==> src/rtl/sd_cmd_path.sv <==
// SD command-line engine: serialises a 48-bit command with CRC7 on CMD, then
// optionally captures and checks a 48- or 136-bit response, all on SDCLK.
module sd_cmd_path #(
    parameter int NcrMax    = 64,
    parameter int NccCycles = 8
) (
    input  logic         clk_i,
    input  logic         rst_ni,
    input  logic         start_i,
    input  logic [5:0]   cmd_index_i,
    input  logic [31:0]  cmd_arg_i,
    input  logic [1:0]   resp_type_i,
    input  logic         cmd_i,
    output logic         cmd_o,
    output logic         cmd_oe_o,
    output logic         busy_o,
    output logic         done_o,
    output logic [119:0] resp_o,
    output logic         timeout_err_o,
    output logic         crc_err_o,
    output logic         end_err_o,
    output logic         index_err_o,
    output logic [2:0]   dbg_state_o
);

    typedef enum logic [2:0] {ST_IDLE, ST_TX, ST_WAIT, ST_RX, ST_GAP} state_e;

    localparam logic [7:0] NCR_LAST = 8'(NcrMax - 1);
    localparam logic [7:0] NCC_LAST = 8'(NccCycles - 1);

    function automatic logic [6:0] crc7_step(input logic [6:0] crc, input logic bit_in);
        logic fb;
        fb = bit_in ^ crc[6];
        return {crc[5:0], 1'b0} ^ (fb ? 7'h09 : 7'h00);
    endfunction

    state_e         state_q, state_d;
    logic [7:0]     cnt_q, cnt_d;
    logic [38:0]    frame_q, frame_d;
    logic [5:0]     index_q, index_d;
    logic [1:0]     type_q, type_d;
    logic [6:0]     crc_q, crc_d;
    logic [133:0]   sr_q, sr_d;
    logic           cmd_q, cmd_d, oe_q, oe_d, busy_q, busy_d, done_q, done_d;
    logic [119:0]   resp_q, resp_d;
    logic           tmo_q, tmo_d, crc_err_q, crc_err_d;
    logic           end_err_q, end_err_d, idx_err_q, idx_err_d;

    logic           is_long, rx_last, rx_crc_en;
    logic [134:0]   rx_full;

    assign is_long   = (type_q == 2'd2);
    assign rx_last   = (state_q == ST_RX) && (cnt_q == (is_long ? 8'd134 : 8'd46));
    // Long responses exclude the start/transmission/reserved byte from the CRC.
    assign rx_crc_en = is_long ? (cnt_q >= 8'd7 && cnt_q <= 8'd126) : (cnt_q <= 8'd38);
    assign rx_full   = {sr_q, cmd_i};

    always_ff @(posedge clk_i or negedge rst_ni) begin
        if (!rst_ni) state_q <= ST_IDLE;
        else         state_q <= state_d;
    end

    always_comb begin
        state_d = state_q;
        unique case (state_q)
            ST_IDLE: if (start_i) state_d = ST_TX;
            ST_TX:   if (cnt_q == 8'd47) state_d = (type_q == 2'd0) ? ST_GAP : ST_WAIT;
            ST_WAIT: begin
                if (!cmd_i)                 state_d = ST_RX;
                else if (cnt_q == NCR_LAST) state_d = ST_GAP;
            end
            ST_RX:   if (rx_last) state_d = ST_GAP;
            ST_GAP:  if (cnt_q == NCC_LAST) state_d = ST_IDLE;
            default: state_d = ST_IDLE;
        endcase
    end

    always_comb begin
        cnt_d     = (state_d != state_q || state_q == ST_IDLE) ? 8'd0 : cnt_q + 8'd1;
        frame_d   = frame_q;
        index_d   = index_q;
        type_d    = type_q;
        crc_d     = crc_q;
        sr_d      = sr_q;
        cmd_d     = 1'b1;
        oe_d      = 1'b0;
        busy_d    = (state_d != ST_IDLE);
        done_d    = (state_q == ST_GAP) && (state_d == ST_IDLE);
        resp_d    = resp_q;
        tmo_d     = tmo_q;
        crc_err_d = crc_err_q;
        end_err_d = end_err_q;
        idx_err_d = idx_err_q;
        unique case (state_q)
            ST_IDLE: if (start_i) begin
                frame_d   = {1'b1, cmd_index_i, cmd_arg_i};
                index_d   = cmd_index_i;
                type_d    = resp_type_i;
                crc_d     = 7'd0;
                tmo_d     = 1'b0;
                crc_err_d = 1'b0;
                end_err_d = 1'b0;
                idx_err_d = 1'b0;
                cmd_d     = 1'b0;
                oe_d      = 1'b1;
            end
            ST_TX: if (cnt_q < 8'd47) begin
                oe_d = 1'b1;
                if (cnt_q <= 8'd38) begin
                    cmd_d   = frame_q[38];
                    crc_d   = crc7_step(crc_q, frame_q[38]);
                    frame_d = {frame_q[37:0], 1'b0};
                end else if (cnt_q <= 8'd45) begin
                    cmd_d = crc_q[6];
                    crc_d = {crc_q[5:0], 1'b0};
                end
            end
            ST_WAIT: begin
                crc_d = 7'd0;
                if (cmd_i && cnt_q == NCR_LAST) tmo_d = 1'b1;
            end
            ST_RX: begin
                sr_d = {sr_q[132:0], cmd_i};
                if (rx_crc_en) crc_d = crc7_step(crc_q, cmd_i);
                if (rx_last) begin
                    resp_d    = is_long ? rx_full[127:8] : {88'd0, rx_full[39:8]};
                    end_err_d = !cmd_i || (!is_long && rx_full[46]);
                    crc_err_d = (type_q != 2'd3) && (rx_full[7:1] != crc_q);
                    idx_err_d = (type_q == 2'd1) && (rx_full[45:40] != index_q);
                end
            end
            default: ;
        endcase
    end

    always_ff @(posedge clk_i or negedge rst_ni) begin
        if (!rst_ni) begin
            cnt_q     <= 8'd0;
            frame_q   <= '0;
            index_q   <= '0;
            type_q    <= '0;
            crc_q     <= '0;
            sr_q      <= '0;
            cmd_q     <= 1'b1;
            oe_q      <= 1'b0;
            busy_q    <= 1'b0;
            done_q    <= 1'b0;
            resp_q    <= '0;
            tmo_q     <= 1'b0;
            crc_err_q <= 1'b0;
            end_err_q <= 1'b0;
            idx_err_q <= 1'b0;
        end else begin
            cnt_q     <= cnt_d;
            frame_q   <= frame_d;
            index_q   <= index_d;
            type_q    <= type_d;
            crc_q     <= crc_d;
            sr_q      <= sr_d;
            cmd_q     <= cmd_d;
            oe_q      <= oe_d;
            busy_q    <= busy_d;
            done_q    <= done_d;
            resp_q    <= resp_d;
            tmo_q     <= tmo_d;
            crc_err_q <= crc_err_d;
            end_err_q <= end_err_d;
            idx_err_q <= idx_err_d;
        end
    end

    assign cmd_o         = cmd_q;
    assign cmd_oe_o      = oe_q;
    assign busy_o        = busy_q;
    assign done_o        = done_q;
    assign resp_o        = resp_q;
    assign timeout_err_o = tmo_q;
    assign crc_err_o     = crc_err_q;
    assign end_err_o     = end_err_q;
    assign index_err_o   = idx_err_q;
    assign dbg_state_o   = state_q;

endmodule

==> config.mk <==
export PLATFORM = sky130hd
export DESIGN_NAME = sd_cmd_path
export DESIGN_NICKNAME = d
export VERILOG_FILES = /design/src/rtl/sd_cmd_path.sv
export SDC_FILE = /design/constraint.sdc
export NUM_CORES = 1
export LEC_CHECK = 0
export ABC_AREA = 1
export BUFFER_PORTS_ARGS = -buffer_cell sky130_fd_sc_hd__buf_4
export CELL_PAD_IN_SITES_DETAIL_PLACEMENT = 1
export CELL_PAD_IN_SITES_GLOBAL_PLACEMENT = 1
export CORE_MARGIN = 8
export CORE_UTILIZATION = 25
export CTS_CLUSTER_DIAMETER = 80
export DETAILED_ROUTE_END_ITERATION = 8
export PLACE_DENSITY = 0.57
export SKIP_LAST_GASP = 1
export SYNTH_ARGS = -nofsm -noshare
export SYNTH_HDL_FRONTEND = slang
export SYNTH_SLANG_ARGS = --single-unit
==> constraint.sdc <==
create_clock -name clk_i -period 4.3 [get_ports clk_i]
set_input_delay 0.215 -clock clk_i [delete_from_list [all_inputs] [get_ports clk_i]]
set_output_delay 0.215 -clock clk_i [all_outputs]
set_load 0.02 [all_outputs]
; ---- Word-level counts from Yosys, hierarchy flattened
; Cells that the tools add are included.
[op_classes]
mux = 41
n_eq_ne = 21
addsub = 1
bitwise_logic = 4
reduce_logical = 25
order_cmp = 5
[op_table]
columns = operator, count
row1 = $mux W120, 1
row2 = $mux W39, 3
row3 = $pmux W39 S2, 1
row4 = $mux W7, 5
row5 = $pmux W7 S4, 1
row6 = $mux W3, 7
row7 = $eq A8 B6 Y1 const B, 2
row8 = $le A8 B6 Y1 const B, 2
row9 = $mux W8, 2
row10 = $pmux W3 S5, 1
row11 = $ne A2 B2 Y1 const B, 7
row12 = $xor A7 B4 Y7, 2
row13 = $mux W1, 12
row14 = $pmux W1 S2, 6
row15 = $add A8 B1 Y8 const B, 1
row16 = $eq A8 B3 Y1 const B, 1
row17 = $eq A8 B8 Y1, 1
row18 = $ge A8 B3 Y1 const B, 1
row19 = $le A8 B7 Y1 const B, 1
row20 = $lt A8 B6 Y1 const B, 1
row21 = $mux W4, 2
row22 = $logic_and A1 B1 Y1, 7
row23 = $ne A7 B7 Y1, 1
row24 = $eq A3 B2 Y1 const B, 2
row25 = 19 further kinds, 27
[totals]
output_inout_bits = 131
word_cells = 113
register_bits = 320

; ---- Longest topological paths before layout
[logic_depth]
ltp_word = 9
ltp_mapped = 14
depth_no_buf = 11

; ---- Worst setup path before layout
; No wires, ideal clock.
[synth_path]
path_kind = reg-to-reg
start = register state_q[1] (netlist: dbg_state_o[1])
end = register frame_q[36]
setup_time_ns = 0.117
t_arrival_ns = 1.599
required_ns = 4.183
path_slack_ns = 2.584
period_less_slack_ns = 1.716
n_path_buf = 2
path_stages_with_launch = 13
path_cell_list = dfrtp_1 -> inv_2 -> nand2_1 -> nor2_4 -> inv_2 -> a21oi_4 -> nor2_4 -> nand2_4 -> inv_4 -> buf_12 -> buf_12 -> nand2_2 -> o21ai_2
[synth_between]
elab_chain_len = 3
word_cells_on_any_way = 8
classes_between = 4 x eq/ne / 1 x mux / 3 x reduce/logical
[synth_lines]
columns = item, line
row1 = from (decl), 37  ; state_e state_q, state_d;
row2 = from (signal assigned), 60  ; else state_q <= state_d;
row3 = $eq A3 B1 Y1 or $logic_not A3 Y1 (tied branches), 94  ; unique case (state_q)
row4 = $ne A2 B2 Y1 (no line) or $reduce_bool A2 Y1 (tied branches), n/a
row5 = $reduce_and A4 Y1 (no line), n/a
row6 = to (signal assigned), 155  ; frame_q <= frame_d;
row7 = to (decl), 39  ; logic [38:0] frame_q, frame_d;
; Several ways; a longest one is shown, not always the timed one.
; A chain may end at the register's enable or synchronous reset.

; ---- Final worst setup path
[layout_path]
start = register cnt_q[0]
end = register resp_q[5] (netlist: resp_o[5])
[layout_between]
elab_chain_len = 3
[layout_lines]
columns = item, line
row1 = from (decl), 38  ; logic [7:0] cnt_q, cnt_d;
row2 = from (signal assigned), 154  ; cnt_q <= cnt_d;
row3 = $eq A8 B8 Y1, 53  ; assign rx_last = (state_q == ST_RX) && (cnt_q == (is_long ? 8'd134 : 8'd46));
row4 = $logic_and A1 B1 Y1, 53
row5 = $reduce_and A2 Y1 (no line), n/a
row6 = to (signal assigned), 164  ; resp_q <= resp_d;
row7 = to (decl), 45  ; logic [119:0] resp_q, resp_d;
; No other way between the ends.

==> run_results.csv <==
group,metric,value,unit
drt,wire_per_inst,15.6,um
yosys,syn_avg_cell_area,9.22,um2
yosys,ys_ff_latch,320,
global_routing,grt_start_max_net_pins,157,
yosys,synthArstFlopShare,100,%
drt,drc,0,
die,fp.dieH,248,um
die,fp.dieW,248,um
final_layout,drive_above_1_share,19.8,%
timing,drv_slew,0,
yosys,synth_area_leaders,"dfrtp_1 (59%), nand2_1 (16%), o31ai_1 (4.8%)",
cts,cts_resized,0,
placed_design,dp_slack,1.65,ns
worst_setup_path,cp_data_arrival_time,3.08,ns
timing,hold_ws,0.0347,ns
yosys,ys_seq_area_share,59.4,%
power_and_ir_drop,power.density,536,nW/um2
die,row_count,85,
timing,rsz0062_at_grt,"false",
final_layout,area_growth,26.1,%
timing,period_minus_slack,2.61,ns
power_and_ir_drop,leakage,8.46,nW
placed_design,port_buffers,174,
yosys,yosys.area.top_type_share,59.2,%
power_and_ir_drop,comb_power_share,25.4,%
timing,clock.fmax,383,MHz
drt,vias,10300,
timing,skew,0.0188,ns
drt,detail-route-antenna-nets,0,
yosys,yosys_warnings,0,
timing,maxSlewHeadroom,28.7,%
yosys,synthesis.nets,1511,
cts,cts.path.max_buffers,3,
worst_hold_path,hold_path_depth,5,
placed_design,dpl-instance-area,15300,um2
worst_setup_path,path_max_fanout,123,
drt,via_per_inst,4.37,
yosys,syn-cell-area,13500,um2
worst_setup_path,worst_ep_required_time,4.77,ns
global_routing,antenna_found_initial,1,
final_layout,layout.nets,1690,
cts,cts_tree,"built",
yosys,ys_types,35,
global_routing,grt_pass1_vias,11000,
placed_design,dpl.hpwl,23.0,mm
worst_setup_path,path_class,"reg2reg",
die,design.die.area,61600,um2
yosys,netlist_instances,1463,
flow_run,cap_viol_max_count,0,
worst_hold_path,hold_class,"in2reg",
cts,cts_root_buf,"clkbuf_16",
global_routing,overflow,0,
cts,clock_latency,0.55,ns
timing,finalHoldViolCount,0,
timing,layout_setup_ws,1.69,ns
drt,drt_iter0_markers,504,
final_layout,fin_area,17000,um2
yosys,yosysTopAreaCell,"dfrtp_1",
power_and_ir_drop,p_sw_share,34.6,%
die,coreArea,53600,um2
yosys,synth_edf_count,0,
timing,fin_tns_setup,0,ns
power_and_ir_drop,peakVddDrop,0.000424,V
timing,max_slew.worst_pin.slew,1.07,ns
worst_setup_path,critPathCaptureType,"flop",
final_layout,multi_input_area,4630,um2
power_and_ir_drop,power.switching,3.15,mW
power_and_ir_drop,seqPwrFrac,38.3,%
global_routing,grt_util_all_layers,12.1,%
drt,first_pass_iters,4,
die,start_util,25.2,%
final_layout,regArea,8010,um2
worst_setup_path,reg2reg_depth,9,
worst_setup_path,cp-start-kind,"flop",
cts,clkSinkCount,320,
die,ios,175,
cts,htree_levels,2,
final_layout,fill_cells,6171,
cts,post-cts-setup-buffers,0,
power_and_ir_drop,clock_power_share,36.4,%
timing,fin_crit_sh,60.8,%
yosys,ys.flop_type,"dfrtp_1",
timing,setup_viol,0,
final_layout,fin_cells,2362,
drt,finalWirelength,36.8,mm
placed_design,dp_cells,2258,
placed_design,gp_congestion,0.741,
cts,clk_pin_slew,0.06,ns
cts,cts_buffers,39,
run_status,outcome,"complete, no violations",
global_routing,grt_pass1_wl,60.5,mm
power_and_ir_drop,p_int,5.96,mW
## kinds of logic (layout without fill, tap and decap cells)
kind of cell	Yosys count	in the layout	share of synthesized area (%)
compound gates	247	247	11.8
xor+xnor	17	17	1.10
fa+ha+maj	4	4	0.371
buf+inv	186	388	6.50
flops	320	320	59.4
other cells	0	1	0
simple gates	689	689	20.8
## per-stage QoR
step / power, mW / utilization (%)
2_1_floorplan: 5.39 / -
3_3_place_gp: 5.84 / 28.6
3_5_place_dp: 5.90 / 28.6
4_1_cts: 9.33 / 31.7
5_1_grt: 9.72 / 31.7
6_report: 9.11 / 31.7
## synthesized netlist by cell type (9+ instances only)
library cell / number
nand2_1: 579
dfrtp_1: 319
o21ai_0: 103
inv_1: 93
o31ai_1: 87
clkbuf_1: 35
buf_2: 34
nand2_2: 34
o21ai_2: 33
nor2_1: 32
nand3_1: 18
o21ai_1: 15
xor2_1: 11
inv_2: 9
## worst max-delay path: stages (launching register included)
cell	delay, ns
dfrtp_1	0.44
inv_1	0.13
ha_1	0.17
nand2_1	0.06
nor3_2	0.30
nand4_4	0.45
buf_12	0.41
inv_1	0.27
nand2_1	0.09
nand2_1	0.08
## registers in the layout, summed over array words and instances, names as in the netlist
signal         flops
cnt_q              8
cmd_o              1
frame_q           39
type_q             2
done_o             1
cmd_oe_o           1
index_q            6
timeout_err_o      1
dbg_state_o        3
crc_q              7
sr_q             127
end_err_o          1
index_err_o        1
busy_o             1
resp_o           120
crc_err_o          1
## power groups by stage
| stage | clock [mW] | combinational, mW | sequential, mW |
|---|---|---|---|
| after floorplan | 0 | 1.88 | 3.52 |
| after global placement | 0 | 2.31 | 3.53 |
| after detailed placement | 0 | 2.36 | 3.54 |
| after CTS | 3.44 | 2.40 | 3.49 |
| after global routing | 3.55 | 2.65 | 3.52 |
| final | 3.31 | 2.31 | 3.49 |
## metal layers
layer  global-route usage (%)  up-vias  wire length, um
met2                     20.4      122            17800
li1                         -     5017                -
met5                        0        -                0
met1                     15.5     5124            16500
met4                     3.90        0              925
met3                     2.57       50             1530
## path summary, 6_finish.rpt
check                              endpoint          start  slack [ns]
worst min register to register    sr_q[100]      sr_q[100]        0.47
worst min-delay path            frame_q[11]  cmd_arg_i[11]        0.03
worst max register to register    resp_o[5]       cnt_q[0]        1.69
max in group asynchronous        frame_q[0]         rst_ni        2.79
min in group asynchronous        resp_o[93]         rst_ni        0.26
worst max-delay path              resp_o[5]       cnt_q[0]        1.69
## final cells by class
class                   instances  area share (%)
well taps                     696            5.12
multi-input cells             957            27.2
flip-flops and latches        320            47.1
inverters                     103            2.30
clock inverters                 5           0.501
clock buffers                  59            6.96
repair buffers                221            10.7
diodes                          1          0.0147
## cell usage in the layout (no fill, tap or decap), types with 2 or more instances in the layout
cell type | netlist | layout
xnor2_1 | 6 | 6
buf_4 | 5 | 176
xor2_1 | 11 | 11
bufinv_16 | 0 | 2
buf_12 | 7 | 5
inv_4 | 1 | 2
ha_1 | 4 | 4
o21ai_2 | 33 | 33
o21ai_1 | 15 | 15
nand3_1 | 18 | 18
nor3_1 | 7 | 7
o21ai_0 | 103 | 103
nor2_1 | 32 | 32
clkbuf_1 | 35 | 9
nand2_4 | 3 | 4
dfrtp_1 | 319 | 319
dlygate4sd3_1 | 0 | 39
nand2_1 | 579 | 578
nand4_1 | 4 | 4
inv_1 | 93 | 93
a21oi_1 | 6 | 6
o31ai_1 | 87 | 87
nand3_2 | 3 | 2
inv_2 | 9 | 8
nand2_2 | 34 | 34
nor2_4 | 3 | 3
clkbuf_16 | 0 | 41
clkbuf_8 | 0 | 9
## repair_timing
action | in CTS | in global routing
hold endpoints to repair | 125 | 0
setup endpoints to repair | 0 | 0
hold buffers | 39 | 0
Note: power is estimated with default switching activity, not from simulation.
